===== config.mk =====
export PLATFORM = sky130hd
export DESIGN_NAME = rgb_pwm_driver
export DESIGN_NICKNAME = d
export VERILOG_FILES = /design/src/rtl/rgb_pwm_driver.sv
export SDC_FILE = /design/constraint.sdc
export NUM_CORES = 1
export LEC_CHECK = 0
export ABC_CLOCK_PERIOD_IN_PS = 1860
export BUFFER_PORTS_ARGS = -buffer_cell sky130_fd_sc_hd__buf_4
export CAP_MARGIN = 20
export CORE_UTILIZATION = 58
export DETAILED_ROUTE_END_ITERATION = 7
export PLACE_DENSITY_LB_ADDON = 0.05
export SYNTH_ARGS = -nofsm -noshare
export SYNTH_HDL_FRONTEND = slang
export SYNTH_SLANG_ARGS = --single-unit

===== constraint.sdc =====
create_clock -name clk -period 1.86 [get_ports clk]
set_input_delay 0 -clock clk [delete_from_list [all_inputs] [get_ports clk]]
set_output_delay 0 -clock clk [all_outputs]
set_load 0.02 [all_outputs]

===== src/rtl/rgb_pwm_driver.sv =====
// rgb_pwm_driver: three-channel 8-bit PWM with period-aligned duty reload and enable gating.
module rgb_pwm_driver #(
  parameter int PRESCALE = 4
) (
  input  logic        clk,
  input  logic        rst_n,
  input  logic        enable,
  input  logic [23:0] rgb,
  output logic        led_r,
  output logic        led_g,
  output logic        led_b,
  output logic        period_start
);
  localparam int PW = PRESCALE > 1 ? $clog2(PRESCALE) : 1;
  typedef enum logic {IDLE, RUN} state_t;
  state_t state, state_nxt;
  logic [PW-1:0] p;
  logic [7:0] cnt, duty_r, duty_g, duty_b;
  logic tick, load, active;
  assign tick = p == PW'(PRESCALE - 1);
  assign active = state == RUN && enable;
  always_comb begin
    state_nxt = enable ? RUN : IDLE;
    load = (state == IDLE && enable) || (active && tick && cnt == 8'hff);
  end
  always_ff @(posedge clk)
    if (!rst_n) state <= IDLE;
    else state <= state_nxt;
  // Duties are only sampled at load, so rgb may change freely mid-period.
  always_ff @(posedge clk)
    if (!rst_n) begin
      p <= '0;
      cnt <= '0;
      {duty_r, duty_g, duty_b} <= '0;
      {led_r, led_g, led_b} <= '0;
      period_start <= 1'b0;
    end else begin
      period_start <= load;
      if (load) {duty_r, duty_g, duty_b} <= rgb;
      if (active) begin
        led_r <= cnt < duty_r;
        led_g <= cnt < duty_g;
        led_b <= cnt < duty_b;
        p <= tick ? '0 : p + PW'(1);
        cnt <= cnt + 8'(tick);
      end else begin
        p <= '0;
        cnt <= '0;
        {led_r, led_g, led_b} <= '0;
      end
    end
endmodule

==> flow_metrics.tcl <==
set metrics [dict create \
    drc 0 \
    initial_utilization 0.601 \
    synthAdderAreaFrac 0.115 \
    min_path_type "in2reg" \
    syn_avg_cell_area_um2 8.17 \
    synth_edf_count 0 \
    p_per_area_nw_per_um2 597 \
    cpLargestDelayFamily "compound AO/OA/AOI/OAI gates" \
    slowest_stage "dfxtp_1" \
    dp_hpwl_um 3830 \
    wl_per_cell_um 14.8 \
    syn2layout_area_growth_pct 14.6 \
    synthMostInstantiatedCell "nand4_1" \
    ir_drop_v 0.000381 \
    synth-xor-area-share 0.0100 \
    clock-skew-final_ns 0.00446 \
    fin_crit_ns 1.68 \
    netlist_area_um2 2620 \
    grt_pass1_vias 2282 \
    setup.worst_path.start "cnt[6]" \
    synth.area.top_cells "dfxtp_1 (30%), nand4_1 (12%), ha_1 (11%)" \
    synth_top_family_by_area "simple AND/OR/NAND/NOR gates" \
    synth_common_cells "nand4_1 (50), dfxtp_1 (39), nand2_1 (27)" \
    first_pass_iters 4 \
    crit_chain "ha_1, a21o_1, a2111oi_0, o31a_1" \
    drt_iter0_markers 71 \
    ys_seq_area_frac 0.299 \
    vias_per_cell 6.27 \
    max_stage_delay_ns 0.48 \
    clk_latency_ns 0.29 \
    arrival_ns 1.91 \
    hold_viol 0 \
    drv_slew 0 \
    tns_ns 0 \
    fp.dieW_um 69.1 \
    core-area_um2 4350 \
    rows 24 \
    setup_viol 0 \
    h-tree-depth 2 \
    groute.usage.overall 0.263 \
    worstSetupEndpointType "flip-flop" \
    clock_sinks 39 \
    ys_ff_latch 39 \
    numPortBuffers 30 \
    grt_max_degree 74 \
    cts-buffers-inserted 5 \
    syn-num-nets 371 \
    synth_warnings 0 \
    ant_nets 0 \
    endpoint "led_r" \
    slew_headroom 0.708 \
    final_area_um2 3000 \
    post-cts-setup-buffers 0 \
    syn-instance-count 320 \
    overflow 0 \
    muxShareOfSynthArea 0 \
    antenna_found_initial 0 \
    num_io_pins 31 \
    fmax_mhz 596 \
    post-route-period-util 0.902 \
    cts_root_buf "clkbuf_8" \
    die_area_um2 4780 \
    clk_path_buf_depth 2 \
    clk_pin_slew_worst_paths_ns 0.07 \
    yosysTopAreaCell "dfxtp_1" \
    drive_above_1_share 0.217 \
    yosysUniqueCellTypes 33 \
    worstSetupPathType "reg2reg" \
    synthArstFlopShare 0 \
    synthSimpleGateAreaFrac 0.353 \
    ys.flop_type "dfxtp_1" \
    path_buf_inv 0 \
    synth.top_cell.area_share 0.299 \
    reg2reg_slack_ns 0.18 \
    placedInstanceArea_um2 2910 \
    maxCapViolCount 0 \
    r2r-start "cnt[6]" \
    cp.required_ns 2.09 \
    die_height_um 69.1 \
    status "finished, final reports clean" \
    crit_fanout 6 \
    cts_tree "done" \
    r2r_cells 4 \
    grt_pass1_wl_um 10400 \
    routabilityCongestion 0.838 \
    layout.nets 389 \
    vias 2439 \
    wl_um 5740 \
    r2r-end "led_r" \
    worstSetupStartpointType "flip-flop" \
    worst-path-stages 4 \
    synth_compound_area_frac 0.142 \
    worstMarginPinSlew_ns 0.427 \
    rsz0062_at_grt "false" \
    leakage_uw 0.00123 \
    num_antenna_cells 0 \
]
==> stage by stage <==
stage | util | hold slack (ns) | total power [µW] | worst slack, ns | cells
floorplan | - | 0.152 | 1170 | 0.375 | 320
global placement | 0.669 | 0.288 | 1270 | 0.298 | 382
detailed placement | 0.669 | 0.297 | 1280 | 0.248 | 382
CTS | 0.688 | 0.0777 | 1800 | 0.240 | 389
global route | 0.688 | 0.106 | 1890 | 0.106 | 389
finish | 0.688 | 0.0828 | 1790 | 0.183 | 389
==> cells by family after synthesis <==
logic type / after synthesis
AOI/OAI and AO/OA: 48
adders and majority gates: 24
DFF: 39
xor gates and xnor gates: 3
buffers and inverters: 53
and+or+nand+nor: 153
==> cell type report <==
cell class	count	area, µm²
clock buffers	6	72.6
fillers	376	1360
inverters	21	78.8
multi-input cells	228	1620
flip-flops and latches	39	781
well taps	52	65.1
repair buffers	43	375
==> placed cells by master, fill, tap and decap left out, types with 2 or more instances in the layout <==
master      n
dfxtp_1    39
or2_2      24
xor2_1      2
o31a_1      3
nor2_1      4
or3_1       5
buf_4      38
o21ai_0     3
nand2b_1    3
a21o_1      3
nand3_1     5
nand4_1    50
a21oi_1     7
a2111oi_0   2
o21a_1      3
and3_1      2
a211oi_1    2
buf_12      4
ha_1       24
clkbuf_8    5
and2_1      2
inv_1      21
o2111ai_1  24
or4_1      26
nand2_1    27
==> metal layers <==
layer	global-route usage	part of all wire	vias to the layer above
li1	-	-	1262
met1	0.356	0.50	1120
met2	0.421	0.45	45
met3	0.0351	0.029	12
met4	0.107	0.025	0
met5	0	0	-
==> registers in the layout, summed over array words and instances (netlist names) <==
register	flops
period_start	1
duty_b	8
duty_g	8
duty_r	8
p	2
led_g	1
led_b	1
state	1
led_r	1
cnt	8
==> tightest hold or removal path, delay by kind of cell <==
kind	cells	cell delay (ns)
buffers and inverters	1	0.11
and+or+nand+nor	3	0.21
==> timing repair <==
| item | in CTS | in global routing |
|---|---|---|
| endpoints found under the hold margin | 1 | 0 |
| hold buffers | 1 | 0 |
| endpoints found under the setup margin | 0 | 0 |
| resized for setup | 0 | 0 |
==> worst min path at each step <==
stage | start | to | cells past startpoint | slack [ns]
finish | rgb[20] | duty_r[4] | 4 | 0.08
global route | rgb[18] | duty_r[2] | 4 | 0.11
CTS | rgb[20] | duty_r[4] | 4 | 0.08
detailed placement | enable | state | 2 | 0.30
global placement | enable | state | 2 | 0.29
floorplan | enable | state | 1 | 0.15
==> power breakdown <==
group | leakage [µW] | switching, µW | internal, µW
Combinational | 0.000876 | 157 | 156
Sequential | 0.000321 | 50.9 | 902
Clock | 0.0000371 | 272 | 250
Total | 0.00123 | 480 | 1310
(Power assumes the default switching activity.)
